===== src/rtl/spwtcr_pkg.sv =====
// Shared constants and types for the SpaceWire receive character decoder.
// Control codes, NULL hunt pattern, FIFO word encodings and FSM states.
package spwtcr_pkg;

    localparam logic [1:0] CTRL_FCT = 2'd0;
    localparam logic [1:0] CTRL_EOP = 2'd1;
    localparam logic [1:0] CTRL_EEP = 2'd2;
    localparam logic [1:0] CTRL_ESC = 2'd3;

    // Last 7 bits of ESC+FCT in arrival order (oldest first);
    // the ESC parity bit is don't-care and is not kept.
    localparam logic [6:0] NULL_PAT = 7'b1110100;

    localparam logic [8:0] WORD_EOP = 9'h100;
    localparam logic [8:0] WORD_EEP = 9'h101;

    typedef enum logic [1:0] {
        ST_HUNT,
        ST_HEADER,
        ST_PAYLOAD
    } rx_state_e;

endpackage


===== src/rtl/spwtcr_rx_credit_counter.sv =====
// Outstanding receive credit: +8 per FCT sent, -1 per accepted N-char.
// An N-char arriving with zero credit is refused and flags credit_error.
module spwtcr_rx_credit_counter #(
    parameter int CREDIT_MAX = 56
) (
    input  logic       clk,
    input  logic       RESET,
    input  logic       rx_enable,
    input  logic       fct_sent,
    input  logic       nchar,
    output logic       accept,
    output logic [5:0] credit_o,
    output logic       credit_error
);

    logic [5:0] credit_q, credit_d;
    logic       err_q;
    logic [6:0] sum;

    // Accept only when credit is available; add 8 per FCT and saturate.
    always_comb begin
        accept   = nchar && (credit_q != 6'd0);
        sum      = {1'b0, credit_q}
                 + (fct_sent ? 7'd8 : 7'd0)
                 - {6'd0, accept};
        credit_d = (sum > 7'(CREDIT_MAX)) ? 6'(CREDIT_MAX) : sum[5:0];
    end

    // Credit register and sticky overrun flag.
    always_ff @(posedge clk) begin
        if (RESET || !rx_enable) begin
            credit_q <= 6'd0;
            err_q    <= 1'b0;
        end else begin
            credit_q <= credit_d;
            if (nchar && !accept)
                err_q <= 1'b1;
        end
    end

    assign credit_o     = credit_q;
    assign credit_error = err_q;

endmodule


===== src/rtl/spwtcr_rx_char_decoder.sv =====
// Receive character decoder: NULL hunt, character assembly, parity check,
// escape decode, FIFO writes and credit tracking.
module spwtcr_rx_char_decoder
    import spwtcr_pkg::*;
#(
    parameter int CREDIT_MAX = 56
) (
    input  logic       clk,
    input  logic       RESET,
    input  logic       rx_enable,
    input  logic       rx_bit,
    input  logic       rx_bit_valid,
    input  logic       fct_sent,
    output logic       we,
    output logic [8:0] data_o,
    output logic       got_null,
    output logic       got_fct,
    output logic       got_timecode,
    output logic [7:0] timecode_o,
    output logic       got_first_null,
    output logic       parity_error,
    output logic       escape_error,
    output logic       credit_error,
    output logic [5:0] credit_o
);

    rx_state_e  state_q;
    logic [6:0] sr_q;
    logic [6:0] dat_q;
    logic [2:0] cnt_q;
    logic       p_q, flag_q, par_q, pacc_q, esc_q;
    logic       we_q, null_q, fct_q, tc_q, first_q, perr_q, eerr_q;
    logic [8:0] data_q;
    logic [7:0] tcv_q;

    logic [6:0] sr_d;
    logic       last_bit, par_ok, nchar, accept;
    logic [1:0] code;
    logic [7:0] byte_d;

    // Decode of the character completing on this bit.
    always_comb begin
        sr_d     = {sr_q[5:0], rx_bit};
        code     = {rx_bit, dat_q[6]};
        byte_d   = {rx_bit, dat_q};
        par_ok   = p_q ^ flag_q ^ par_q;
        last_bit = rx_bit_valid && (state_q == ST_PAYLOAD)
                && (cnt_q == (flag_q ? 3'd1 : 3'd7));
        nchar    = last_bit && par_ok && !esc_q
                && (!flag_q || code == CTRL_EOP || code == CTRL_EEP);
    end

    spwtcr_rx_credit_counter #(
        .CREDIT_MAX(CREDIT_MAX)
    ) u_credit (
        .clk         (clk),
        .RESET       (RESET),
        .rx_enable   (rx_enable),
        .fct_sent    (fct_sent),
        .nchar       (nchar),
        .accept      (accept),
        .credit_o    (credit_o),
        .credit_error(credit_error)
    );

    // Character FSM with registered outputs and one-cycle pulses.
    always_ff @(posedge clk) begin
        if (RESET || !rx_enable) begin
            state_q <= ST_HUNT;
            sr_q    <= 7'd0;
            dat_q   <= 7'd0;
            cnt_q   <= 3'd0;
            p_q     <= 1'b0;
            flag_q  <= 1'b0;
            par_q   <= 1'b0;
            pacc_q  <= 1'b0;
            esc_q   <= 1'b0;
            we_q    <= 1'b0;
            null_q  <= 1'b0;
            fct_q   <= 1'b0;
            tc_q    <= 1'b0;
            first_q <= 1'b0;
            perr_q  <= 1'b0;
            eerr_q  <= 1'b0;
            data_q  <= 9'd0;
            tcv_q   <= 8'd0;
        end else begin
            we_q   <= 1'b0;
            null_q <= 1'b0;
            fct_q  <= 1'b0;
            tc_q   <= 1'b0;
            if (rx_bit_valid) begin
                unique case (state_q)
                    ST_HUNT: begin
                        sr_q <= sr_d;
                        if (sr_d == NULL_PAT) begin
                            first_q <= 1'b1;
                            null_q  <= 1'b1;
                            state_q <= ST_HEADER;
                            cnt_q   <= 3'd0;
                            par_q   <= 1'b0;
                            pacc_q  <= 1'b0;
                            esc_q   <= 1'b0;
                        end
                    end
                    ST_HEADER: begin
                        if (cnt_q == 3'd0) begin
                            p_q   <= rx_bit;
                            cnt_q <= 3'd1;
                        end else begin
                            flag_q  <= rx_bit;
                            cnt_q   <= 3'd0;
                            state_q <= ST_PAYLOAD;
                        end
                    end
                    ST_PAYLOAD: begin
                        dat_q  <= {rx_bit, dat_q[6:1]};
                        cnt_q  <= cnt_q + 3'd1;
                        pacc_q <= pacc_q ^ rx_bit;
                        if (last_bit) begin
                            state_q <= ST_HEADER;
                            cnt_q   <= 3'd0;
                            par_q   <= pacc_q ^ rx_bit;
                            pacc_q  <= 1'b0;
                            esc_q   <= 1'b0;
                            if (!par_ok) begin
                                perr_q <= 1'b1;
                            end else if (flag_q) begin
                                unique case (code)
                                    CTRL_ESC: begin
                                        if (esc_q) eerr_q <= 1'b1;
                                        else       esc_q  <= 1'b1;
                                    end
                                    CTRL_FCT: begin
                                        if (esc_q) null_q <= 1'b1;
                                        else       fct_q  <= 1'b1;
                                    end
                                    CTRL_EOP, CTRL_EEP: begin
                                        if (esc_q) begin
                                            eerr_q <= 1'b1;
                                        end else if (accept) begin
                                            we_q   <= 1'b1;
                                            data_q <= (code == CTRL_EOP)
                                                    ? WORD_EOP : WORD_EEP;
                                        end
                                    end
                                endcase
                            end else if (esc_q) begin
                                tc_q  <= 1'b1;
                                tcv_q <= byte_d;
                            end else if (accept) begin
                                we_q   <= 1'b1;
                                data_q <= {1'b0, byte_d};
                            end
                        end
                    end
                    default: state_q <= ST_HUNT;
                endcase
            end
        end
    end

    assign we             = we_q;
    assign data_o         = data_q;
    assign got_null       = null_q;
    assign got_fct        = fct_q;
    assign got_timecode   = tc_q;
    assign timecode_o     = tcv_q;
    assign got_first_null = first_q;
    assign parity_error   = perr_q;
    assign escape_error   = eerr_q;

endmodule

===== config.mk =====
export PLATFORM = sky130hd
export DESIGN_NAME = spwtcr_rx_char_decoder
export DESIGN_NICKNAME = d
export VERILOG_FILES = /design/src/rtl/spwtcr_pkg.sv /design/src/rtl/spwtcr_rx_credit_counter.sv /design/src/rtl/spwtcr_rx_char_decoder.sv
export SDC_FILE = /design/constraint.sdc
export NUM_CORES = 1
export LEC_CHECK = 0
export ABC_AREA = 1
export ABC_CLOCK_PERIOD_IN_PS = 3000
export CORE_UTILIZATION = 45
export CTS_CLUSTER_SIZE = 30
export DETAILED_ROUTE_END_ITERATION = 12
export MAX_ROUTING_LAYER = met4
export PLACE_DENSITY = 0.74
export SYNTH_ARGS = -nofsm -noshare
export SYNTH_HDL_FRONTEND = slang
export SYNTH_SLANG_ARGS = --single-unit
export TNS_END_PERCENT = 5

===== constraint.sdc =====
create_clock -name clk -period 3 [get_ports clk]
set_clock_uncertainty 0.1 [all_clocks]
set_input_delay 0.6 -clock clk [delete_from_list [all_inputs] [get_ports clk]]
set_output_delay 0.6 -clock clk [all_outputs]
set_load 0.05 [all_outputs]

==> metrics.md, run 1 <==
| Metric | Value |
|---|---|
| Outcome | complete, no violations |
| Post-Place Worst Slack | -0.3425 ns |
| Mapped Cells | 374 |
| IO Port Bufs | 36 |
| Design Power | around 1.3 mW |
| Final Cycle Share | 93.11% |
| Worst hold endpoint | parity_error |
| Synthesis-to-finish area growth | 23.06% |
| Share of layout cells above drive strength 1 | under 10% |
| H-tree Lvls | 2 |
| Ys Warns | 0 |
| Number of max-cap violations | 0 |
| Final setup margin | approximately 0.21 ns |
| Number of DRC markers in iteration 0 | 140 |
| Startpoint Class | flip-flop |
| Post-synth top cells | nand2_1 (67), inv_1 (56), nor2_1 (55) |
| Total grt overflow | 0 |
| CTS tree | built |
| Std-Cell Rows | 27 |
| Pre-Repair DR Iteration Count | 4 |
| ANT nets after route | 0 |
| Skew-Pair Late Insertion Delay | roughly 0.30 ns |
| Seq cells post-synth | 54 |
| Nature of the critical path endpoint | flip-flop |
| Reg2reg setup slack | slightly above 0.2 ns |
| Pwr dens | a little under 400 mW/mm2 |
| Min-delay src | parity_error |
| Fin Hold WS | 0.3573 ns |
| Yosys cell types | 31 |
| R2r worst-path depth | 17 |
| Initial antenna violation count | 0 |
| Register area share after synthesis | between 40 and 50% |
| Req. time, crit path | ~3.1 ns |
| Cell Area, Synth | 0.002691 mm2 |
| Vias in the first global route | 2176 |
| Sequential cell area | approximately 0.0011 mm2 |
| CTS Buffer Depth | 2 |
| Routed WL | 5686 um |
| Worst hold stages | 2 |
| DRC | 0 |
| Filler instances | 523 |
| Clock-pin transition on the worst setup and hold timing paths | about 0.090 ns |
| Post-Layout Cell Count | 495 |
| Dpl cells | 489 |
| Slew HR | roughly 62% |
| Vias per inst | 4.968 |
| Area after DPL | ~0.0032 mm2 |
| Setup crit start | state_q[0] |
| Placer Congestion | 0.8471 |
| FMAX | ~360 MHz |
| Hold buffer count at cts | 0 |
| GRT Total Usage | between 15 and 20% |
| Root buf cell | clkbuf_8 |
| Post-CTS setup buffer count | 0 |
| I/O pin total | 37 |
| Slew Limit Fails | 0 |
| Largest cells by area after synthesis | dfxtp_1 (40%), nand2_1 (9.3%), ha_1 (8.8%) |
| Setup Viol. Count Final | 0 |
| Synth area leader | dfxtp_1 |
| Placeable Area | 0.005642 mm2 |
| Die height | 79.34 um |
| Ys async rst share | 0% |
| Post-layout min period | approximately 2.8 ns |
| Total negative slack | 0 ns |
| Yosys top cell area share | 40.17% |
| First-pass GRT wire length | approximately 9400 um |
| RR Endpoint | u_credit.credit_o[0] |
| Final Hold Viols | 0 |
| Fin area | between 0.003 and 0.004 mm2 |
| HP Class | flip-flop to flip-flop |
| Number of synthesized flops with an enable pin | 0 |
| Wire length per cell | around 11 um |
| Worst-path fanout max | 3 |
| Count leader, synth | nand2_1 |
| Die X-Extent | around 79 um |
| Worst endpoint data arrival time | 2.90 ns |
| Die area | 0.006294 mm2 |
| LEAKAGE | 1.404 nW |
| Final Core Density | between 50% and 60% |
| Multi-input logic area | between 0.001 and 0.0015 mm2 |
| Syn Nets | 400 |
| Post-synth top flop | dfxtp_1 |
| # diodes | 0 |
| Total CTS buffers | 5 |
| Setup CP Type | flip-flop to flip-flop |
| Syn avg cell area | around 7.2 um2 |
| Clk sink count | 54 |
| Largest net degree at the start of global routing | 23 |
| Measured slew at the worst slew-check pin | about 0.56 ns |
| RR Startpoint | state_q[0] |
| Nets | 450 |
| Unrepaired setup endpoints after global routing | false |
| HPWL Detailed | ~4300 um |
| Worst IR Drop VDD | 267.6 uV |
| DR vias | ~2500 |
| Initial Util | a little under half |
==> area by class of cell <==
cell class                      count  area share, %
Timing Repair Buffer               52          14.54
Clock buffer                        6          2.493
Inverter                           58          6.573
Multi-Input combinational cell    253          41.03
Sequential cell                    54          32.64
Tap cell                           72          2.720
==> critical path, stage by stage, from the launching register on <==
cell and delay (ns):
dfxtp_1 0.34, inv_1 0.11, ha_1 0.23, nand2_2 0.09, nor2_4 0.10, nand3_2 0.11
nor2_4 0.12, nand3_1 0.07, inv_1 0.06, ha_1 0.13, inv_1 0.04, ha_1 0.20
fa_2 0.53, inv_1 0.05, a31oi_1 0.17, nand3b_1 0.11, nand3_2 0.09, nor2_1 0.04
==> sequential cells by signal, indices dropped and copies added (netlist names), 2 cells and up <==
register and flops:
timecode_o 8, data_o 9, state_q 2, sr_q 6, dat_q 7, cnt_q 3, u_credit.credit_o 6
==> power breakdown <==
group | switching (mW) | internal (mW) | leakage [nW] | total [mW]
logic | 0.101 | 0.0621 | 0.925 | 0.163
registers | 0.00494 | 0.724 | 0.436 | 0.729
clock network | 0.223 | 0.179 | 0.0431 | 0.402
total | 0.329 | 0.964 | 1.40 | 1.29
==> worst max-delay path by stage <==
| stage | endpoint | slack [ns] | cells past startpoint |
|---|---|---|---|
| final | u_credit.credit_o[0] | 0.21 | 17 |
| after global routing | u_credit.credit_o[1] | 0.01 | 18 |
| after CTS | u_credit.credit_o[0] | 0.04 | 17 |
| after detailed placement | u_credit.credit_o[0] | -0.34 | 19 |
| after global placement | u_credit.credit_o[2] | -0.29 | 18 |
| after floorplan | u_credit.credit_o[0] | 0.001 | 20 |
==> kinds of logic (layout without fill, tap and decap cells) <==
logic type	after synthesis	count (layout)	share of synthesized area, %
AOI/OAI and AO/OA	65	65	12.55
buffers and inverters	67	116	9.716
and+or+nand+nor	167	167	27.66
xor gates and xnor gates	1	1	0.3255
adders and majority gates	20	20	9.577
DFF	54	54	40.17
==> per-layer routing <==
| layer | routed length (um) | GRT usage [%] | vias to the layer above |
|---|---|---|---|
| met1 | 2762 | 24.26 | 1117 |
| met5 | 0 | - | - |
| met2 | 2621 | 32.59 | 52 |
| met4 | 44 | 6.000 | 0 |
| met3 | 259 | 3.448 | 4 |
| li1 | - | - | 1286 |
==> what timing repair did <==
item | CTS | global route
endpoints found under the setup margin | 3 | 4
resized for setup | 1 | 3
hold endpoints to repair | 0 | 0
==> cell usage in the layout (no fill, tap or decap), drive strengths merged <==
cell type      Yosys  final
nor3               6      6
dfxtp             54     54
nand2             68     68
nand3b             2      2
fa                 1      1
a211oi             1      1
clkbuf             5      6
a21oi             31     31
a31oi              1      1
nor2              66     66
dlygate4sd2        0      1
inv               57     57
nand3             16     16
a311oi             1      1
ha                19     19
clkinv             1      1
xnor2              1      1
nand4              7      7
and2               1      1
dlymetal6s2s       0      1
buf                4     16
clkdlybuf4s50      0     34
nor4               1      1
a21boi             1      1
o21ai             29     29
o21a               1      1
Note: power is estimated with default switching activity, not from simulation.
==> inputs of run 2 (changes only) <==
Settings changed: CTS_BUF_LIST from default to sky130_fd_sc_hd__clkbuf_16, DONT_BUFFER_PORTS from default to 1, PLACE_DENSITY 0.74 to 0.66.
==> metrics.md, run 2 (synthesis gave the netlist of run 1 again) <==
| Metric | Value |
|---|---|
| Outcome | complete, no violations (unchanged) |
| HP Class | input port to flip-flop (was flip-flop to flip-flop) |
| Placer Congestion | 0.8656 (was 0.8471) |
| R2r worst-path depth | 18 (was 17) |
| Routed WL | 5720 um (was 5686 um) |
| Setup Viol. Count Final | 0 (unchanged) |
| Worst endpoint data arrival time | 2.93 ns (was 2.90 ns) |
| Final setup margin | 0.1945 ns (was 0.2068 ns) |
| Measured slew at the worst slew-check pin | 0.5452 ns (was 0.5648 ns) |
| Initial Util | 47.70% (unchanged) |
| Worst IR Drop VDD | 311.1 uV (was 267.6 uV) |
| RR Endpoint | u_credit.credit_o[1] (was u_credit.credit_o[0]) |
| Final Cycle Share | 93.52% (was 93.11%) |
| I/O pin total | 37 (unchanged) |
| Post-layout min period | 2.805 ns (was 2.793 ns) |
| Share of layout cells above drive strength 1 | 10.10% (was 9.456%) |
| Startpoint Class | flip-flop (unchanged) |
| FMAX | 356.4 MHz (was 358.0 MHz) |
| RR Startpoint | state_q[0] (unchanged) |
| Min-delay src | rx_bit_valid (was parity_error) |
| Skew-Pair Late Insertion Delay | 0.29 ns (was 0.30 ns) |
| Commonest non-fill, non-tap cell in the layout | nand2_1 (unchanged) |
| Clk sink count | 54 (unchanged) |
| CTS Buffer Depth | 2 (unchanged) |
| First-pass GRT wire length | 9528 um (was 9425 um) |
| Worst hold endpoint | got_fct (was parity_error) |
| Slew Limit Fails | 0 (unchanged) |
| IO Port Bufs | 0 (was 36) |
| Die height | 79.34 um (unchanged) |
| Slew HR | 63.52% (was 62.21%) |
| Dpl cells | 450 (was 489) |
| Std-Cell Rows | 27 (unchanged) |
| Nets | 411 (was 450) |
| HPWL Detailed | 4167 um (was 4322 um) |
| Total grt overflow | 0 (unchanged) |
| Setup CP Type | flip-flop to flip-flop (unchanged) |
| Number of DRC markers in iteration 0 | 131 (was 140) |
| Post-Place Worst Slack | 0.06702 ns (was -0.3425 ns) |
| Vias per inst | 5.122 (was 4.968) |
| Placeable Area | 0.005642 mm2 (unchanged) |
| Total negative slack | 0 ns (unchanged) |
| DRC | 0 (unchanged) |
| Reg2reg setup slack | 0.19 ns (was 0.21 ns) |
| Design Power | 1.526 mW (was 1.294 mW) |
| LEAKAGE | 1.297 nW (was 1.404 nW) |
| # diodes | 0 (unchanged) |
| Fin area | 0.003014 mm2 (was 0.003312 mm2) |
| Root buf cell | clkbuf_16 (was clkbuf_8) |
| Pre-Repair DR Iteration Count | 4 (unchanged) |
| Synthesis-to-finish area growth | 11.99% (was 23.06%) |
| Commonest non-fill, non-tap cells in the layout | nand2_1 (67), inv_1 (57), nor2_1 (54), dfxtp_1 (54), a21oi_1 (31) (was nand2_1 (67), inv_1 (56), nor2_1 (54), dfxtp_1 (54), clkdlybuf4s50_1 (34)) |
| GRT Total Usage | 19.90% (was 19.63%) |
| ANT nets after route | 0 (unchanged) |
| Area after DPL | 0.002838 mm2 (was 0.003221 mm2) |
| CTS tree | built (unchanged) |
| Worst-path fanout max | 3 (unchanged) |
| Initial antenna violation count | 0 (unchanged) |
| Post-CTS setup buffer count | 0 (unchanged) |
| Die area | 0.006294 mm2 (unchanged) |
| DR vias | 2346 (was 2459) |
| Clock-pin transition on the worst setup and hold timing paths | 0.07 ns (was 0.09 ns) |
| Worst hold stages | 2 (unchanged) |
| Total CTS buffers | 5 (unchanged) |
| Wire length per cell | 12.49 um (was 11.49 um) |
| Max FFs per register | 9 (unchanged) |
| H-tree Lvls | 2 (unchanged) |
| Final Hold Viols | 0 (unchanged) |
| Largest net degree at the start of global routing | 26 (was 23) |
| Die X-Extent | 79.34 um (unchanged) |
| Filler instances | 539 (was 523) |
| Nature of the critical path endpoint | flip-flop (unchanged) |
| Vias in the first global route | 2123 (was 2176) |
| Number of max-cap violations | 0 (unchanged) |
| Post-Layout Cell Count | 458 (was 495) |
| Pwr dens | 506.1 mW/mm2 (was 390.6 mW/mm2) |
| Req. time, crit path | 3.12 ns (was 3.11 ns) |
[run 2: final cells by class]
cell class,count,area (um2),area share [%]
clock buffer,5,125.1,4.151
clock inverter,3,41.29,1.370
tap,72,90.09,2.989
inverter,58,217.7,7.223
sequential,54,1081,35.87
timing repair buffer,13,97.59,3.238
multi-input combinational,253,1361,45.16
[run 2: what timing repair did]
action                                  CTS  global route
endpoints found under the setup margin    0             3
resized for setup                         0             4
hold buffers                              0             0
hold endpoints to repair                  0             0
[run 2: worst max-delay path, stage by stage, from the launching register on]
cell	delay, ns
dfxtp_1	0.33
inv_1	0.10
ha_2	0.19
nand2_2	0.07
nor2_4	0.09
nand3_2	0.14
nor2_4	0.14
nand3_1	0.07
inv_1	0.06
ha_1	0.13
inv_1	0.04
ha_1	0.21
fa_2	0.37
nand3_1	0.12
nand3_1	0.08
and2_1	0.17
nand3b_1	0.11
nand3_2	0.10
nor2_1	0.11
[run 2: worst max path at each step]
stage          startpoint                   end  slack, ns  depth (start not counted)
2_1_floorplan  state_q[0]  u_credit.credit_o[0]      0.001                         20
3_3_place_gp       rx_bit  u_credit.credit_o[2]       0.19                         19
3_5_place_dp       rx_bit  u_credit.credit_o[1]       0.07                         19
4_1_cts        state_q[0]  u_credit.credit_o[1]       0.11                         19
5_1_grt        state_q[0]  u_credit.credit_o[1]      -0.01                         19
6_report       state_q[0]  u_credit.credit_o[1]       0.19                         18
[run 2: routing by layer]
layer  vias to the layer above  part of all wire [%]  global-route usage (%)
met5                         -                     0                       -
met4                         0                   1.5                   7.636
met3                        11                   5.6                   5.057
met2                        60                    45                   30.52
met1                      1064                    48                   25.09
li1                       1211                     -                       -
[run 2: stage by stage]
step / util, % / hold WS [ns]
3_5_place_dp: 50.30 / 0.3674
4_1_cts: 53.25 / 0.3546
6_report: 53.43 / 0.3575
3_3_place_gp: 50.30 / 0.3563
5_1_grt: 53.43 / 0.3649
2_1_floorplan: - / 0.3434
[run 2: where the power goes]
| group | internal (mW) | leakage [nW] | switching (mW) |
|---|---|---|---|
| sequential | 0.724 | 0.436 | 0.00416 |
| combinational | 0.0492 | 0.780 | 0.101 |
| clock | 0.391 | 0.0812 | 0.256 |
